**src/rtl/tx_pkg.sv**
```systemverilog
// -----------------------------------------------------------------------------
// tx_pkg : shared definitions for the tx_symbol_gen I/Q symbol source.
//   - mode_e          : modulation select encodings
//   - prbs_tap()      : lower feedback tap for a supported LFSR order
//   - qam_gray_level(): Gray-coded 16-QAM level (-3,-1,+1,+3) for a bit pair
// -----------------------------------------------------------------------------
package tx_pkg;

  typedef enum logic {
    MODE_QPSK  = 1'b0,
    MODE_QAM16 = 1'b1
  } mode_e;

  // Lower tap T of x^N + x^T + 1. Unsupported orders return N-1 only so that
  // indexing stays legal; the top flags them at elaboration.
  function automatic int prbs_tap(input int order);
    case (order)
      7:       return 6;
      9:       return 5;
      15:      return 14;
      default: return order - 1;
    endcase
  endfunction

  // Per-branch Gray map: 00 -> -3, 01 -> -1, 11 -> +1, 10 -> +3
  function automatic logic signed [2:0] qam_gray_level(input logic b_first,
                                                        input logic b_second);
    case ({b_first, b_second})
      2'b00:   return -3'sd3;
      2'b01:   return -3'sd1;
      2'b11:   return 3'sd1;
      default: return 3'sd3;
    endcase
  endfunction

endpackage

```
**src/rtl/prbs_lfsr.sv**
```systemverilog
// -----------------------------------------------------------------------------
// prbs_lfsr : Fibonacci LFSR, order ORDER, advancing one or two steps per
// enabled clock. The two bits that would be shifted out next are exposed as a
// lookahead so the mapper can use them in the same cycle the register advances.
// Ports:
//   clk, rst_n : clock, asynchronous active-low reset (loads seed)
//   adv        : advance this cycle
//   step2      : 1 = advance two steps, 0 = one step
//   look[1:0]  : {first bit out, second bit out}
// -----------------------------------------------------------------------------
module prbs_lfsr
  import tx_pkg::*;
#(
  parameter int               ORDER = 9,
  parameter logic [ORDER-1:0] SEED  = '1
) (
  input  logic       clk,
  input  logic       rst_n,
  input  logic       adv,
  input  logic       step2,
  output logic [1:0] look
);

  localparam int TAP = prbs_tap(ORDER);
  // An all-zero state would lock up the register.
  localparam logic [ORDER-1:0] SEED_EFF = (SEED == '0) ? '1 : SEED;

  logic [ORDER-1:0] s_q, s_d;

  function automatic logic [ORDER-1:0] lfsr_next(input logic [ORDER-1:0] s);
    return {s[ORDER-2:0], s[ORDER-1] ^ s[TAP-1]};
  endfunction

  always_comb begin
    s_d = s_q;
    if (adv) s_d = step2 ? lfsr_next(lfsr_next(s_q)) : lfsr_next(s_q);
  end

  always_ff @(posedge clk or negedge rst_n) begin
    if (!rst_n) s_q <= SEED_EFF;
    else        s_q <= s_d;
  end

  // The second bit out is the current s[N-2], since one shift moves it to MSB.
  assign look = s_q[ORDER-1 -: 2];

endmodule

```
**src/rtl/tx_symbol_gen.sv**
```systemverilog
// -----------------------------------------------------------------------------
// tx_symbol_gen : PRBS-driven QPSK / 16-QAM I/Q sample source with integer
// oversampling (zero-stuff or hold) and a registered valid/ready output.
// Ports:
//   clk, rst_n    : clock, asynchronous active-low reset
//   en            : generation enable
//   mode          : 0 = QPSK, 1 = 16-QAM, taken at symbol boundaries only
//   tx_ready      : downstream accepts the presented sample
//   tx_valid      : tx_i/tx_q hold a valid sample
//   tx_i, tx_q    : signed I/Q samples
//   sym_start     : presented sample is phase 0 of a symbol
//   sym_cnt       : index of the presented symbol (wraps)
// -----------------------------------------------------------------------------
module tx_symbol_gen
  import tx_pkg::*;
#(
  parameter int                    DATA_WIDTH = 20,
  parameter int                    PRBS_ORDER = 9,
  parameter logic [PRBS_ORDER-1:0] SEED_I     = 9'h1AA,
  parameter logic [PRBS_ORDER-1:0] SEED_Q     = 9'h1FE,
  parameter int                    AMP_QPSK   = 131072,
  parameter int                    AMP_QAM    = 43690,
  parameter int                    OSF        = 4,
  parameter bit                    ZERO_STUFF = 1'b1,
  parameter int                    CNT_WIDTH  = 16
) (
  input  logic                         clk,
  input  logic                         rst_n,
  input  logic                         en,
  input  logic                         mode,
  input  logic                         tx_ready,
  output logic                         tx_valid,
  output logic signed [DATA_WIDTH-1:0] tx_i,
  output logic signed [DATA_WIDTH-1:0] tx_q,
  output logic                         sym_start,
  output logic [CNT_WIDTH-1:0]         sym_cnt
);

  if (!(PRBS_ORDER == 7 || PRBS_ORDER == 9 || PRBS_ORDER == 15)) begin : g_bad_order
    $error("tx_symbol_gen: PRBS_ORDER must be 7, 9 or 15");
  end
  if (OSF < 1) begin : g_bad_osf
    $error("tx_symbol_gen: OSF must be at least 1");
  end
  if (3 * AMP_QAM >= 2 ** (DATA_WIDTH - 1) || AMP_QPSK >= 2 ** (DATA_WIDTH - 1)) begin : g_bad_amp
    $error("tx_symbol_gen: level constants do not fit DATA_WIDTH");
  end

  localparam int               PH_W    = (OSF > 1) ? $clog2(OSF) : 1;
  localparam logic [PH_W-1:0]  PH_LAST = PH_W'(OSF - 1);

  // All levels are elaboration-time constants; the mapper is a pure mux.
  localparam logic signed [DATA_WIDTH-1:0] QPSK_P = DATA_WIDTH'(AMP_QPSK);
  localparam logic signed [DATA_WIDTH-1:0] QPSK_N = DATA_WIDTH'(-AMP_QPSK);
  localparam logic signed [DATA_WIDTH-1:0] QAM_P1 = DATA_WIDTH'(AMP_QAM);
  localparam logic signed [DATA_WIDTH-1:0] QAM_N1 = DATA_WIDTH'(-AMP_QAM);
  localparam logic signed [DATA_WIDTH-1:0] QAM_P3 = DATA_WIDTH'(3 * AMP_QAM);
  localparam logic signed [DATA_WIDTH-1:0] QAM_N3 = DATA_WIDTH'(-3 * AMP_QAM);

  function automatic logic signed [DATA_WIDTH-1:0] map_qpsk(input logic b);
    return b ? QPSK_N : QPSK_P;
  endfunction

  function automatic logic signed [DATA_WIDTH-1:0] map_qam(input logic [1:0] bits);
    case (qam_gray_level(bits[1], bits[0]))
      -3'sd3:  return QAM_N3;
      -3'sd1:  return QAM_N1;
      3'sd1:   return QAM_P1;
      default: return QAM_P3;
    endcase
  endfunction

  logic                         tx_valid_q, tx_valid_d;
  logic signed [DATA_WIDTH-1:0] tx_i_q, tx_i_d, tx_q_q, tx_q_d;
  logic                         sym_start_q, sym_start_d;
  logic [CNT_WIDTH-1:0]         sym_cnt_q, sym_cnt_d, nxt_cnt_q, nxt_cnt_d;
  logic [PH_W-1:0]              phase_q, phase_d;
  mode_e                        mode_q, mode_d;
  logic                         load, boundary, qam_now;
  logic [1:0]                   look_i, look_q;

  // A held sample is only replaced once it has been accepted.
  assign load     = en && (!tx_valid_q || tx_ready);
  assign boundary = load && (phase_q == '0);
  assign qam_now  = (mode_e'(mode) == MODE_QAM16);

  prbs_lfsr #(.ORDER(PRBS_ORDER), .SEED(SEED_I)) u_lfsr_i (
    .clk(clk), .rst_n(rst_n), .adv(boundary), .step2(qam_now), .look(look_i)
  );

  prbs_lfsr #(.ORDER(PRBS_ORDER), .SEED(SEED_Q)) u_lfsr_q (
    .clk(clk), .rst_n(rst_n), .adv(boundary), .step2(qam_now), .look(look_q)
  );

  always_comb begin
    tx_valid_d  = tx_valid_q;
    tx_i_d      = tx_i_q;
    tx_q_d      = tx_q_q;
    sym_start_d = sym_start_q;
    sym_cnt_d   = sym_cnt_q;
    nxt_cnt_d   = nxt_cnt_q;
    phase_d     = phase_q;
    mode_d      = mode_q;
    if (load) begin
      tx_valid_d = 1'b1;
      phase_d    = (phase_q == PH_LAST) ? '0 : phase_q + 1'b1;
      if (phase_q == '0) begin
        mode_d      = mode_e'(mode);
        sym_start_d = 1'b1;
        sym_cnt_d   = nxt_cnt_q;
        nxt_cnt_d   = nxt_cnt_q + 1'b1;
        if (qam_now) begin
          tx_i_d = map_qam(look_i);
          tx_q_d = map_qam(look_q);
        end else begin
          tx_i_d = map_qpsk(look_i[1]);
          tx_q_d = map_qpsk(look_q[1]);
        end
      end else begin
        sym_start_d = 1'b0;
        // Hold mode simply keeps the symbol already in the output register.
        if (ZERO_STUFF) begin
          tx_i_d = '0;
          tx_q_d = '0;
        end
      end
    end else if (tx_ready) begin
      // Not loading but accepted: en is low, so the output drains.
      tx_valid_d = 1'b0;
    end
  end

  always_ff @(posedge clk or negedge rst_n) begin
    if (!rst_n) begin
      tx_valid_q  <= 1'b0;
      tx_i_q      <= '0;
      tx_q_q      <= '0;
      sym_start_q <= 1'b0;
      sym_cnt_q   <= '0;
      nxt_cnt_q   <= '0;
      phase_q     <= '0;
      mode_q      <= MODE_QPSK;
    end else begin
      tx_valid_q  <= tx_valid_d;
      tx_i_q      <= tx_i_d;
      tx_q_q      <= tx_q_d;
      sym_start_q <= sym_start_d;
      sym_cnt_q   <= sym_cnt_d;
      nxt_cnt_q   <= nxt_cnt_d;
      phase_q     <= phase_d;
      mode_q      <= mode_d;
    end
  end

  assign tx_valid  = tx_valid_q;
  assign tx_i      = tx_i_q;
  assign tx_q      = tx_q_q;
  assign sym_start = sym_start_q;
  assign sym_cnt   = sym_cnt_q;

endmodule

```
**config.mk**
```make
export PLATFORM = sky130hd
export DESIGN_NAME = tx_symbol_gen
export DESIGN_NICKNAME = d
export VERILOG_FILES = /design/src/rtl/tx_pkg.sv /design/src/rtl/prbs_lfsr.sv /design/src/rtl/tx_symbol_gen.sv
export SDC_FILE = /design/constraint.sdc
export NUM_CORES = 1
export LEC_CHECK = 0
export BUFFER_PORTS_ARGS = -buffer_cell sky130_fd_sc_hd__buf_2
export CORE_MARGIN = 8
export CORE_UTILIZATION = 35
export CTS_BUF_LIST = sky130_fd_sc_hd__clkbuf_2
export DETAILED_ROUTE_END_ITERATION = 16
export PLACE_DENSITY_LB_ADDON = 0.2
export SYNTH_ARGS = -nofsm -noshare
export SYNTH_HDL_FRONTEND = slang
export SYNTH_HIERARCHICAL = 1
export SYNTH_SLANG_ARGS = --single-unit
```
**constraint.sdc**
```tcl
create_clock -name clk -period 4.4 [get_ports clk]
set_input_delay 0.22 -clock clk [delete_from_list [all_inputs] [get_ports clk]]
set_output_delay 0.22 -clock clk [all_outputs]
set_load 0.005 [all_outputs]
```
==> metrics.txt, run 1 <==
EDFF count, synth=0; starting density of the core=36.07%; drt first pass iters=4; fin crit period=around 2400 ps; via count=between 1500 and 2000; CP startpoint kind=flop; CP Class=flop to flop; antenna violation net count after detailed routing=0; Setup TNS=0 ps; CP Data Required Time=~4800 ps; RD Place Congestion=approximately 0.70; buffer count from post-CTS setup fixing=0; Detail Placement HPWL=approximately 3.9 mm; initial antenna violation count=1; critical path capture point type=flop; GR Overflow Total=0; final core utilization=slightly below 40%; Netlist cell types=31; Synth Flop Type=dfrtp_1; max-cap viol count=0; largest net degree at the start of global routing=40; root buffer cell=clkbuf_2; post-cts resize count=0; reg2reg end=u_lfsr_i/s_q[0]; Longest Clk Path Bufs=2; final setup margin=2049 ps; CTS clock-pin slew for the worst setup and hold paths=between 150 and 200 ps; Hold Path Stages=4; CTS tree=done; fmax=between 0.4 and 0.5 GHz; vias in the first global route=~2000; sequential element share of the synthesized area=between 50 and 60%; clock skew=roughly 28 ps; Hold Violations, Final=0; Area contributors post-synth=dfrtp_1 40%, dfstp_2 11%, buf_4 8.6%, mux2_2 7.9%, mux2i_1 5.1%; CP Data Arrival Time=~2700 ps; Syn-to-layout area delta=8.671%; I/O Pins=63; Finished Cell Area=roughly 3400 µm²; RSZ-0062 raised after global routing=no; share of cells above drive strength 1=a little under two fifths; status=finished clean; Worst Hold End=nxt_cnt_q[2]; Site Rows=34; r2r setup slk=~2000 ps; Skew-Pair Late Insertion Delay=around 480 ps; Die ar.=about 12000 µm²; cells after synthesis=roughly 280; DR vias/cell=around 4.6; VDD IR max=around 0.16 mV; CP Max Fanout=28; Die W=110.8 µm; P per Cell Area=roughly 520 nW/µm²; FF+latch area=1593 µm²; fin. max-slew vios=0; FF+latch count, synth=63; Post-DP Area=approximately 3300 µm²; # clock sinks=63; Worst Reg-to-Reg Cells=6; period utilization=about 53%; Avg WL per Cell=roughly 13 µm; Static Leakage=about 1.8 nW; r2r startpoint=phase_q[0]; synthesized area=about 3100 µm²; FILL cells=between 800 and 900; Hold Crit Start=tx_ready; Multi-input gate area=roughly 1200 µm²; Place WS=1999 ps; Final Hold Slack=~220 ps; Slew @ Worst Pin=roughly 720 ps; Post-CTS Hold Buffers=3; first-pass GRT wire length=approximately 9.6 mm; syn_area_per_cell=11.31 µm²; core area=approximately 8700 µm²; Rel. slew slack=a little over half; die height=about 110 µm; Port Buf Inserts=60; worst hold path class=primary input to flop; Residual DRC=0; H-tree lvl count=3; async set-reset flop share out of synthesis=100.0%; Synth area leader=dfrtp_1; Initial DRC Count=45; warning count from the yosys run=6; Nets=326; WL final=roughly 5.5 mm; top cell type's share of synthesized area=39.78%; final setup vio count=0; total CTS buffers=9; gr usage total=under 10%
-- power breakdown --
part           leakage, nW  switching [W]  internal (W)  total (W)
registers            0.796       0.000151      0.000773   0.000924
clock network       0.0616       0.000208      0.000130   0.000338
logic                0.954       0.000251      0.000279   0.000531
-- worst max-delay path: stages (launching register included) --
cell and delay, ps:
dfrtp_1 440, inv_1 70, ha_1 200, nand2_1 160, nor2b_4 610, buf_4 400, mux2_2 360
-- cells in the final DEF, fill, tap and decap left out, types with 2 or more instances in the layout --
master	synthesis	final
a21oi_1	16	16
nor2_1	23	23
mux2i_1	16	16
mux2_2	22	22
buf_2	5	60
buf_4	36	2
clkinvlp_4	0	3
clkbuf_2	0	10
o21ai_0	8	8
dfrtp_1	50	50
nor3_1	2	2
xor2_1	8	8
a21o_1	2	2
inv_1	6	6
nand2_1	22	22
conb_1	1	2
nand4_1	4	4
dfstp_2	13	13
and3_1	2	2
nand2b_1	3	3
dlygate4sd3_1	0	3
nand3_1	5	5
ha_1	11	11
xnor2_1	11	11
-- Yosys cell counts (all sizes together) (2+ instances only) --
| master | count |
|---|---|
| nor3 | 3 |
| nand2 | 22 |
| a21o | 2 |
| a21oi | 16 |
| and3 | 2 |
| and4 | 2 |
| nand3 | 5 |
| buf | 44 |
| nor2 | 23 |
| xor2 | 8 |
| nand4 | 4 |
| inv | 6 |
| ha | 11 |
| mux2i | 16 |
| o21ai | 8 |
| xnor2 | 11 |
| dfrtp | 50 |
| dfstp | 13 |
| mux2 | 22 |
| nand2b | 4 |
-- per-layer routing --
layer / global-route usage, % / share of wire, %
met1: 10.72 / 46
met2: 13.75 / 43
met3: 6.169 / 9.9
met4: 3.784 / 1.5
met5: 0 / 0
-- flip-flops by register name, summed over array words and instances, names as in the netlist --
name,cells
nxt_cnt_q,16
phase_q,2
sym_cnt,16
sym_start,1
tx_i,5
tx_q,4
tx_valid,1
u_lfsr_i/s_q,9
u_lfsr_q/s_q,9
-- kinds of logic after synthesis --
group                    Yosys count  synth area share, %
buffers and inverters             51                11.30
XOR/XNOR                          19                5.290
AO/OA/AOI/OAI                     26                4.296
AND/OR/NAND/NOR                   69                11.02
multiplexers                      38                12.97
flip-flops                        63                50.64
adder cells (fa/ha/maj)           11                4.375
other                              1               0.1192
-- worst max-delay path by stage --
stage	end	start	slack [ps]	depth (start not counted)
floorplan	u_lfsr_i/s_q[0]	phase_q[0]	2660	8
global placement	sym_cnt[13]	phase_q[0]	2070	6
detailed placement	u_lfsr_q/s_q[0]	phase_q[0]	2000	6
CTS	u_lfsr_q/s_q[0]	phase_q[0]	1970	6
global route	u_lfsr_q/s_q[0]	phase_q[0]	1890	6
finish	u_lfsr_i/s_q[0]	phase_q[0]	2050	6
-- through the flow --
step	std cells	power, W
after floorplan	279	0.001378
after global placement	404	0.001472
after detailed placement	404	0.001487
after CTS	423	0.001839
after global routing	424	0.001956
final	424	0.001793
-- cell type report --
cell class / instances / share of cell area (%)
Tap cell: 108 / 3.953
Sequential cell: 63 / 46.60
Clock buffer: 10 / 1.464
Multi-Input combinational cell: 165 / 35.36
Timing Repair Buffer: 65 / 10.10
Antenna cell: 1 / 0.07321
Clock inverter: 6 / 1.794
Inverter: 6 / 0.6589
Power figures use the tool's default switching activity.
==> inputs of run 2 (changes only) <==
Clock period 4.4 ns to 2 ns, I/O delays scaled along.
==> run 2 against run 1 <==
  * Critical path depth unchanged
  * Sequential power increased by 120%
  * Cell area increased by 2.3%
  * Clock skew increased by 13 ps
  * Critical path type unchanged
  * Worst hold slack got worse by 110 ps
  * Critical endpoint is now sym_cnt[13]
  * Die area unchanged
==> metrics.txt, run 2 (synthesis gave the netlist of run 1 again) <==
status=finished clean; Avg WL per Cell=13.22 µm; Syn-to-layout area delta=11.18%; Sw Ratio=between 30% and 40%; CP peak stage delay=about 440 ps; CTS clock-pin slew for the worst setup and hold paths=210 ps; core area=just under 9000 µm²; RD Place Congestion=~0.71; fin crit period=~1700 ps; placed cell count=just over 400; Detail Placement HPWL=a little over 4 mm; via count=1969; Setup TNS=0 ps; first-pass GRT wire length=slightly above 10 mm; vias in the first global route=approximately 2100; grt met2 use=between 10% and 20%; fin. max-slew vios=0; # clock sinks=63; RSZ-0062 raised after global routing=no; CP Max Fanout=36; GR met1 Demand/Resource=a little under an eighth; Die ar.=about 12000 µm²; initial antenna violation count=0; worst hold path class=primary input to flop; buffer count from post-CTS setup fixing=0; final setup vio count=0; fmax=0.5718 GHz; GR Overflow Total=0; share of cells above drive strength 1=roughly two fifths; FILL cells=845; CP Data Arrival Time=2090 ps; Worst path slowest cell=dfrtp_1; leading cell type in the layout, fill and taps excluded=buf_2; largest net degree at the start of global routing=37; most frequent cells in the layout=60 x buf_2, 50 x dfrtp_1, 23 x nor2_1; critical path capture point type=flop; Die W=110.8 µm; Comb pwr share=29.7%; starting density of the core=36.07%; total CTS buffers=9; Int Pwr=between 0.002 and 0.003 W; Seq pwr share=between 40% and 50%; Multi-input gate area=between 1000 and 1500 µm²; Net Switching=~0.0014 W; Site Rows=34; Hold Violations, Final=0; antenna violation net count after detailed routing=0; Rel. slew slack=56.67%; CP Class=flop to flop; gr usage total=9.788%; met3 Use GR=under 10%; WL final=between 5 and 6 mm; root buffer cell=clkbuf_2; Longest Clk Path Bufs=2; Clk pwr share=a little over a fifth; Residual DRC=0; gr busiest metal=met2; period utilization=a little under 90%; CP Data Required Time=2340 ps; Port Buf Inserts=60; clock skew=just over 40 ps; die height=around 110 µm; final core utilization=40.10%; drt first pass iters=4; Static Leakage=1.864 nW; CTS tree=done; non-filler cells, final=427; Skew-Pair Late Insertion Delay=roughly 470 ps; VDD IR max=0.3604 mV; I/O Pins=63; Post-CTS Hold Buffers=3; P per Cell Area=roughly 1200 nW/µm²; FF+latch area=about 1600 µm²; CP startpoint kind=flop; Antenna Cells=0; cells along the critical path=inv_1 > ha_1 > nand2_1 > nor2b_4 > buf_12 > mux2_2; post-cts resize count=0; max-cap viol count=0; H-tree lvl count=3; Slew @ Worst Pin=roughly 650 ps; Initial DRC Count=128; Nets=330; DR vias/cell=4.611
==> run 2: path summary, 6_finish.rpt <==
path | start | end | slack (ps) | depth (start not counted)
min | tx_ready | nxt_cnt_q[2] | 110 | 4
max in group asynchronous | rst_n | u_lfsr_i/s_q[3] | 1120 | 3
min reg2reg | sym_start | sym_start | 500 | 1
max reg2reg | phase_q[0] | sym_cnt[13] | 250 | 6
max | phase_q[0] | sym_cnt[13] | 250 | 6
min in group asynchronous | rst_n | sym_cnt[8] | 170 | 2
==> run 2: power by group through the flow <==
stage / logic [W] / clock network (W) / registers (W)
3_5_place_dp: 0.00125 / 0 / 0.00206
3_3_place_gp: 0.00122 / 0 / 0.00206
5_1_grt: 0.00142 / 0.000990 / 0.00210
4_1_cts: 0.00126 / 0.000933 / 0.00204
2_1_floorplan: 0.00105 / 0 / 0.00199
6_report: 0.00123 / 0.000889 / 0.00202
==> run 2: per-stage QoR <==
stage	worst slack (ps)	instance area, µm²	total power, W	hold slack, ps
finish	251.2	3497	0.004144	105.3
global route	137.1	3497	0.004509	56.85
CTS	210.3	3497	0.004232	45.56
detailed placement	246.2	3329	0.003308	168.9
global placement	252.2	3329	0.003279	163.8
floorplan	263.3	3149	0.003032	-195.6
==> run 2: worst max-delay path: cells and delay by family (launching register included) <==
family        cells  cell delay (ps)
flops             1              440
simple gates      2              400
mux               1              350
buf+inv           2              300
fa+ha+maj         1              150
==> run 2: area by class of cell <==
cell class,instances,area share (%)
clock buffer,11,1.574
clock inverter,5,2.361
inverter,6,0.6440
multi-input combinational,165,34.56
sequential,63,45.55
tap,108,3.864
timing repair buffer,69,11.45
==> run 2: per-layer routing <==
metal  wire, µm  vias up  share of wire (%)
li1           -      962                  -
met2       2408       56                 43
met5          0        -                  0
met1       2688      943                 48
met4         95        0                1.7
met3        455        8                8.1
